$ cat src/rtl/ram_arbiter_pkg.sv
// Shared types and default widths for the scratch-RAM arbiter and its neighbours.
package ram_arbiter_pkg;

   localparam int unsigned ADDR_W = 16;
   localparam int unsigned DATA_W = 16;
   localparam int unsigned LEN_W  = 6;

   typedef enum logic [1:0] {
      StIdle     = 2'd0,
      StDmaBurst = 2'd1,
      StCnnBurst = 2'd2
   } state_e;

   typedef enum logic {
      OwnDma = 1'b0,
      OwnCnn = 1'b1
   } owner_e;

   // DMA wins if it is the only requester, or on a tie when CNN owned last.
   function automatic logic pick_dma(logic dma_req, logic cnn_req, owner_e last_owner);
      return dma_req && (!cnn_req || (last_owner == OwnCnn));
   endfunction

endpackage

$ cat src/rtl/ram_arbiter_if.sv
// DMA, CNN and RAM-side signals of the scratch-RAM arbiter.
interface ram_arbiter_if
   import ram_arbiter_pkg::*;
#(
   parameter int unsigned ADDR_W = ram_arbiter_pkg::ADDR_W,
   parameter int unsigned DATA_W = ram_arbiter_pkg::DATA_W,
   parameter int unsigned LEN_W  = ram_arbiter_pkg::LEN_W
) ();

   logic              dma_req;
   logic [ADDR_W-1:0] dma_addr;
   logic [LEN_W-1:0]  dma_len;
   logic [DATA_W-1:0] dma_wdata;
   logic              dma_gnt;
   logic              dma_ack;
   logic              dma_done;

   logic              cnn_req;
   logic [ADDR_W-1:0] cnn_addr;
   logic [LEN_W-1:0]  cnn_len;
   logic              cnn_gnt;
   logic [DATA_W-1:0] cnn_rdata;
   logic              cnn_rvalid;
   logic              cnn_done;

   logic              ram_enable;
   logic              ram_write;
   logic [ADDR_W-1:0] ram_address;
   logic [DATA_W-1:0] ram_wdata;
   logic [DATA_W-1:0] ram_rdata;

   modport slave (
      input  dma_req, dma_addr, dma_len, dma_wdata,
      input  cnn_req, cnn_addr, cnn_len,
      input  ram_rdata,
      output dma_gnt, dma_ack, dma_done,
      output cnn_gnt, cnn_rdata, cnn_rvalid, cnn_done,
      output ram_enable, ram_write, ram_address, ram_wdata
   );

   modport master (
      output dma_req, dma_addr, dma_len, dma_wdata,
      output cnn_req, cnn_addr, cnn_len,
      output ram_rdata,
      input  dma_gnt, dma_ack, dma_done,
      input  cnn_gnt, cnn_rdata, cnn_rvalid, cnn_done,
      input  ram_enable, ram_write, ram_address, ram_wdata
   );

endinterface

$ cat src/rtl/ram_arbiter_burst_addr_gen.sv
// Burst address generator: latches base/length at grant and steps one word per beat.
module burst_addr_gen
   import ram_arbiter_pkg::*;
#(
   parameter int unsigned ADDR_W = ram_arbiter_pkg::ADDR_W,
   parameter int unsigned LEN_W  = ram_arbiter_pkg::LEN_W
) (
   input  logic              clk_i,
   input  logic              rst_ni,
   input  logic              load_i,
   input  logic [ADDR_W-1:0] base_i,
   input  logic [LEN_W-1:0]  len_i,
   input  logic              beat_i,
   output logic [ADDR_W-1:0] addr_o,
   output logic              last_o,
   output logic              done_o
);

   logic [ADDR_W-1:0] base_q, base_d;
   logic [LEN_W-1:0]  len_q, len_d;
   logic [LEN_W-1:0]  cnt_q, cnt_d;

   always_comb begin
      base_d = base_q;
      len_d  = len_q;
      cnt_d  = cnt_q;
      if (load_i) begin
         base_d = base_i;
         len_d  = len_i;
         cnt_d  = '0;
      end else if (beat_i) begin
         cnt_d = cnt_q + 1'b1;
      end
   end

   always_ff @(posedge clk_i or negedge rst_ni) begin
      if (!rst_ni) begin
         base_q <= '0;
         len_q  <= '0;
         cnt_q  <= '0;
      end else begin
         base_q <= base_d;
         len_q  <= len_d;
         cnt_q  <= cnt_d;
      end
   end

   // Address wraps modulo 2^ADDR_W; a zero length behaves as a single beat.
   assign addr_o = base_q + ADDR_W'(cnt_q);
   assign last_o = (len_q == '0) || (cnt_q == len_q - 1'b1);
   assign done_o = beat_i && last_o;

endmodule

$ cat src/rtl/ram_arbiter.sv
// Round-robin arbiter sharing the single-port scratch RAM between DMA writes and CNN reads.
module ram_arbiter
   import ram_arbiter_pkg::*;
#(
   parameter int unsigned ADDR_W = ram_arbiter_pkg::ADDR_W,
   parameter int unsigned DATA_W = ram_arbiter_pkg::DATA_W,
   parameter int unsigned LEN_W  = ram_arbiter_pkg::LEN_W
) (
   input  logic          clk,
   input  logic          rst,
   ram_arbiter_if.slave  bus
);

   state_e            state_q, state_d;
   owner_e            owner_q, owner_d;
   logic              rvalid_q, rvalid_d;

   logic              dma_own, cnn_own;
   logic              dma_win, cnn_win;
   logic              load, beat, abort, last, done;
   logic [ADDR_W-1:0] addr, base_sel;
   logic [LEN_W-1:0]  len_sel;
   logic [DATA_W-1:0] rdata_gated;

   always_comb begin
      dma_own  = (state_q == StDmaBurst);
      cnn_own  = (state_q == StCnnBurst);
      dma_win  = (state_q == StIdle) && pick_dma(bus.dma_req, bus.cnn_req, owner_q);
      cnn_win  = (state_q == StIdle) && bus.cnn_req && !dma_win;
      load     = dma_win || cnn_win;
      base_sel = dma_win ? bus.dma_addr : bus.cnn_addr;
      len_sel  = dma_win ? bus.dma_len : bus.cnn_len;
      // The owner dropping its request ends the burst without touching the RAM.
      beat     = (dma_own && bus.dma_req) || (cnn_own && bus.cnn_req);
      abort    = (dma_own || cnn_own) && !beat;
   end

   burst_addr_gen #(
      .ADDR_W (ADDR_W),
      .LEN_W  (LEN_W)
   ) u_addr_gen (
      .clk_i  (clk),
      .rst_ni (rst),
      .load_i (load),
      .base_i (base_sel),
      .len_i  (len_sel),
      .beat_i (beat),
      .addr_o (addr),
      .last_o (last),
      .done_o (done)
   );

   always_comb begin
      state_d  = state_q;
      owner_d  = owner_q;
      rvalid_d = cnn_own && bus.cnn_req;
      unique case (state_q)
         StIdle: begin
            if (dma_win) begin
               state_d = StDmaBurst;
            end else if (cnn_win) begin
               state_d = StCnnBurst;
            end
         end
         StDmaBurst: begin
            if (abort || (beat && last)) begin
               state_d = StIdle;
               owner_d = OwnDma;
            end
         end
         StCnnBurst: begin
            if (abort || (beat && last)) begin
               state_d = StIdle;
               owner_d = OwnCnn;
            end
         end
         default: state_d = StIdle;
      endcase
   end

   always_ff @(posedge clk or negedge rst) begin
      if (!rst) begin
         state_q  <= StIdle;
         owner_q  <= OwnCnn;
         rvalid_q <= 1'b0;
      end else begin
         state_q  <= state_d;
         owner_q  <= owner_d;
         rvalid_q <= rvalid_d;
      end
   end

   // RAM data arrives the cycle after the read enable, alongside rvalid_q.
   assign rdata_gated     = rvalid_q ? bus.ram_rdata : '0;

   assign bus.dma_gnt     = dma_own;
   assign bus.dma_ack     = dma_own && bus.dma_req;
   assign bus.dma_done    = dma_own && done;
   assign bus.cnn_gnt     = cnn_own;
   assign bus.cnn_done    = cnn_own && done;
   assign bus.cnn_rvalid  = rvalid_q;
   assign bus.cnn_rdata   = rdata_gated;
   assign bus.ram_enable  = beat;
   assign bus.ram_write   = dma_own && bus.dma_req;
   assign bus.ram_address = beat ? addr : '0;
   assign bus.ram_wdata   = dma_own ? bus.dma_wdata : '0;

endmodule

$ cat src/flat_wrapper.sv
// flat-port wrapper written by rule: the top's interface ports become plain ports
module ram_arbiter_flat import ram_arbiter_pkg::*;
#(
   parameter int unsigned ADDR_W = ram_arbiter_pkg::ADDR_W,
   parameter int unsigned DATA_W = ram_arbiter_pkg::DATA_W,
   parameter int unsigned LEN_W  = ram_arbiter_pkg::LEN_W
)
  (clk, rst, bus_dma_req, bus_dma_addr, bus_dma_len, bus_dma_wdata, bus_cnn_req, bus_cnn_addr, bus_cnn_len, bus_ram_rdata, bus_dma_gnt, bus_dma_ack, bus_dma_done, bus_cnn_gnt, bus_cnn_rdata, bus_cnn_rvalid, bus_cnn_done, bus_ram_enable, bus_ram_write, bus_ram_address, bus_ram_wdata);
  ram_arbiter_if #(.ADDR_W(ADDR_W), .DATA_W(DATA_W), .LEN_W(LEN_W)) bus_i ();
  input  logic clk;
  input  logic rst;
  input wire logic [$bits(bus_i.dma_req)-1:0] bus_dma_req;
  input wire logic [$bits(bus_i.dma_addr)-1:0] bus_dma_addr;
  input wire logic [$bits(bus_i.dma_len)-1:0] bus_dma_len;
  input wire logic [$bits(bus_i.dma_wdata)-1:0] bus_dma_wdata;
  input wire logic [$bits(bus_i.cnn_req)-1:0] bus_cnn_req;
  input wire logic [$bits(bus_i.cnn_addr)-1:0] bus_cnn_addr;
  input wire logic [$bits(bus_i.cnn_len)-1:0] bus_cnn_len;
  input wire logic [$bits(bus_i.ram_rdata)-1:0] bus_ram_rdata;
  output wire logic [$bits(bus_i.dma_gnt)-1:0] bus_dma_gnt;
  output wire logic [$bits(bus_i.dma_ack)-1:0] bus_dma_ack;
  output wire logic [$bits(bus_i.dma_done)-1:0] bus_dma_done;
  output wire logic [$bits(bus_i.cnn_gnt)-1:0] bus_cnn_gnt;
  output wire logic [$bits(bus_i.cnn_rdata)-1:0] bus_cnn_rdata;
  output wire logic [$bits(bus_i.cnn_rvalid)-1:0] bus_cnn_rvalid;
  output wire logic [$bits(bus_i.cnn_done)-1:0] bus_cnn_done;
  output wire logic [$bits(bus_i.ram_enable)-1:0] bus_ram_enable;
  output wire logic [$bits(bus_i.ram_write)-1:0] bus_ram_write;
  output wire logic [$bits(bus_i.ram_address)-1:0] bus_ram_address;
  output wire logic [$bits(bus_i.ram_wdata)-1:0] bus_ram_wdata;
  assign bus_i.dma_req = bus_dma_req;
  assign bus_i.dma_addr = bus_dma_addr;
  assign bus_i.dma_len = bus_dma_len;
  assign bus_i.dma_wdata = bus_dma_wdata;
  assign bus_i.cnn_req = bus_cnn_req;
  assign bus_i.cnn_addr = bus_cnn_addr;
  assign bus_i.cnn_len = bus_cnn_len;
  assign bus_i.ram_rdata = bus_ram_rdata;
  assign bus_dma_gnt = bus_i.dma_gnt;
  assign bus_dma_ack = bus_i.dma_ack;
  assign bus_dma_done = bus_i.dma_done;
  assign bus_cnn_gnt = bus_i.cnn_gnt;
  assign bus_cnn_rdata = bus_i.cnn_rdata;
  assign bus_cnn_rvalid = bus_i.cnn_rvalid;
  assign bus_cnn_done = bus_i.cnn_done;
  assign bus_ram_enable = bus_i.ram_enable;
  assign bus_ram_write = bus_i.ram_write;
  assign bus_ram_address = bus_i.ram_address;
  assign bus_ram_wdata = bus_i.ram_wdata;
  ram_arbiter #(.ADDR_W(ADDR_W), .DATA_W(DATA_W), .LEN_W(LEN_W)) u_core (.clk(clk), .rst(rst), .bus(bus_i));
endmodule
$ cat config.mk
export PLATFORM = sky130hd
export DESIGN_NAME = ram_arbiter_flat
export DESIGN_NICKNAME = d
export VERILOG_FILES = /design/src/rtl/ram_arbiter_pkg.sv /design/src/rtl/ram_arbiter_if.sv /design/src/rtl/ram_arbiter_burst_addr_gen.sv /design/src/rtl/ram_arbiter.sv /design/src/flat_wrapper.sv
export SDC_FILE = /design/constraint.sdc
export NUM_CORES = 1
export LEC_CHECK = 0
export CORE_MARGIN = 4
export CORE_UTILIZATION = 31
export DETAILED_ROUTE_END_ITERATION = 6
export GPL_TIMING_DRIVEN = 0
export PLACE_DENSITY = 0.66
export SYNTH_ARGS = -nofsm -noshare
export SYNTH_HDL_FRONTEND = slang
export SYNTH_SLANG_ARGS = --single-unit
$ cat constraint.sdc
create_clock -name clk -period 3.3 [get_ports clk]
set_clock_uncertainty 0.15 [all_clocks]
set_input_delay 0.495 -clock clk [delete_from_list [all_inputs] [get_ports clk]]
set_output_delay 0.495 -clock clk [all_outputs]
set_load 0.05 [all_outputs]
==> results of run 1 <==
## cell usage in the layout (no fill, tap or decap), drive strengths merged, types with 4 or more instances in the layout
| master | count |
|---|---|
| clkdlybuf4s50 | 115 |
| nor2 | 40 |
| and2 | 38 |
| dfrtp | 31 |
| a21oi | 31 |
| mux2i | 24 |
| nand2 | 21 |
| clkbuf | 19 |
| buf | 18 |
| ha | 12 |
| inv | 10 |
| xnor2 | 10 |
| a31oi | 6 |
| nand4 | 5 |
| o21ai | 5 |
| and3 | 4 |
| nor3 | 4 |
| a41o | 4 |
| o31ai | 4 |
| xor2 | 4 |
| or4 | 4 |
## power groups by stage
stage | clock network [µW] | logic, µW | registers [µW]
floorplan | 0 | 1540 | 695
global placement | 0 | 2140 | 734
detailed placement | 0 | 2170 | 740
CTS | 347 | 2180 | 733
global route | 358 | 2350 | 767
finish | 335 | 2170 | 736
## flip-flops by register name, indices dropped and copies added (netlist names)
signal                    count
u_core.bus.cnn_rvalid         1
u_core.state_q                2
u_core.u_addr_gen.len_q       6
u_core.u_addr_gen.base_q     16
u_core.u_addr_gen.cnt_q       6
u_core.owner_q                1
## cells by family after synthesis
group | after synthesis
buffers and inverters | 23
adders and majority gates | 13
and+or+nand+nor | 132
muxes | 24
xor gates and xnor gates | 14
DFF | 32
AOI/OAI and AO/OA | 67
## area by class of cell
cell class	instances	share of cell area, %
inverters	10	0.894
repair buffers	136	30.9
flip-flops and latches	32	19.1
plain buffers	13	1.46
well taps	102	3.04
clock buffers	7	2.29
multi-input cells	250	42.3
## critical path: stages, from the launching register on
cell and delay (ps):
dfrtp_2 460, ha_1 230, fa_1 410, a21o_1 190, a21oi_2 200, o21bai_1 100
a21oi_2 210, mux2i_4 260, buf_4 220
## what timing repair did
action                                  CTS  global route
pin swaps                                 1             0
endpoints found under the setup margin   19            17
buffers inserted                          1             0
gates resized for setup                  71            30
## layer usage
layer / track usage, % / vias to the layer above
li1: - / 1350
met1: 20.0 / 1258
met2: 30.6 / 87
met3: 2.69 / 14
met4: 6.83 / 0
met5: 0 / -
## per-stage QoR
stage	setup slack, ps	util [%]	hold slack [ps]	area [µm²]	cells
6_report	96.1	53.2	129	4200	550
5_1_grt	5.06	53.2	184	4200	550
4_1_cts	4.32	53.2	149	4200	550
3_5_place_dp	-578	51.8	434	4090	542
3_3_place_gp	-579	51.9	434	4090	542
2_1_floorplan	106	-	49.4	2610	305
## worst paths after layout
path,from,to,slack [ps],cells after the start
setup / recovery,u_core.u_addr_gen.cnt_q[0],bus_ram_address[6],100,8
hold / removal,rst,u_core.u_addr_gen.base_q[15],130,1
setup reg to reg,u_core.u_addr_gen.len_q[2],u_core.state_q[1],880,6
hold reg to reg,u_core.u_addr_gen.base_q[0],u_core.u_addr_gen.base_q[0],440,2
max in group asynchronous,rst,u_core.u_addr_gen.cnt_q[0],2330,1
min in group clk,u_core.u_addr_gen.base_q[0],u_core.u_addr_gen.base_q[0],440,2
==> reports/metrics.yaml, run 1 <==
sw_frac_of_total_pct: 51.9
slew_headroom_pct: 48.6
num_rows: 32
grt_antenna_before_repair: 0
ant_nets: 0
syn_nets: 398
cts_tree: "yes"
fp.dieW_um: 98.9
synth_compound_area_share_pct: 17.4
ys_ff_latch: 32
viasPerCell: 4.93
tightest_slew_ps: 771
first_pass_iters: 4
synth_area_mm2: 0.00256
start_kind: "register"
cp.required_ps: 2650
port_buffers: 135
drc: 0
n_antenna_cell: 0
core_mm2: 0.00789
setup_viol: 0
wl_met2_mm: 4.24
clock_sinks: 32
rsz0062_at_grt: "no"
synthAdderAreaFrac_pct: 6.65
dp_hpwl_mm: 6.62
yosys-mux-area-fraction_pct: 9.38
grt_pass1_vias: 2764
p_switching_uw: 1680
io_pins: 136
wire_per_inst_um: 15.4
cp_max_fo: 5
clock_latency_ps: 290
power_density_mw_per_mm2: 772
initial_core_util_pct: 32.5
ys_warn_count: 0
multi_input_area_mm2: 0.00178
nNetsFinal: 541
hp-class: "primary input to async pin"
synth_edf_count: 0
ys_types: 47
clockPowerShare_pct: 10.3
route.met3.wl_um: 465
p_int_uw: 1560
cap_violations: 0
period_minus_slack_ps: 3200
synth-simple-area-share_pct: 26.9
grt_usage_pct: 17.0
synth_xor_area_share_pct: 4.79
synth_most_common_cell: "nor2_1"
ys_seq_area_share_pct: 31.3
nFillCells: 755
grt_max_degree: 33
yosys-top-cells-count: "nor2_1, and2_1, dfrtp_1, a21oi_1, mux2i_1"
grt_pass1_wl_mm: 13.5
p_seq_share_pct: 22.7
end_kind: "output port"
root_buffer: "clkbuf_8"
drt-total-wl_mm: 8.46
pwr-share-comb_pct: 66.9
numCtsBuffers: 5
grt-ovfl-total: 0
fmax_mhz: 312
synth-async-reset-ratio_pct: 100
syn-mean-instance-area_um2: 8.39
path_clk_slew_ps: 70
top_layer: "met4"
drt_iter0_markers: 104
tns_ps: 0
syn_inst: 305
cts_buffer_depth: 2
vias: 2709
period_share_pct: 97.1
yosys-top-cells-area: "dfrtp_1, mux2i_1, and2_1"
synth-main-ff-cell: "dfrtp_1"
hold_violations: 0
synth_top_family_by_area: "simple AND/OR/NAND/NOR gates"
layout-drive-gt1-share_pct: 12.3
synth.largest_area_cell: "dfrtp_1"
htreeDepth: 2
power_uw: 3240
worst_ep_arrival_time_ps: 2560
cts_hold_buf: 0
ff_latch_area_um2: 803
drv_slew: 0
crit_type: "register to output port"
synth.top_cell.area_share_pct: 30.3
outcome: "finished, final reports clean"
fp.dieArea_mm2: 0.00978
ir_drop_uv: 481
p_leak_uw: 0.00186
wl_met1_mm: 3.59
die_h_um: 98.9
gp_congestion: 0.814
area_growth_pct: 64.0
No activity file was read; power rests on OpenSTA's default activity.
==> run 2, diff against run 1 <==
Settings changed: CTS_CLUSTER_SIZE from default to 20.
==> results of run 2 <==
Final layout, timing and power as in run 1 (identical DEF).
==> run 3, diff against run 2 <==
Settings changed: CAP_MARGIN from default to 15.
==> results of run 3 <==
Final layout, timing and power as in run 1 (identical DEF).
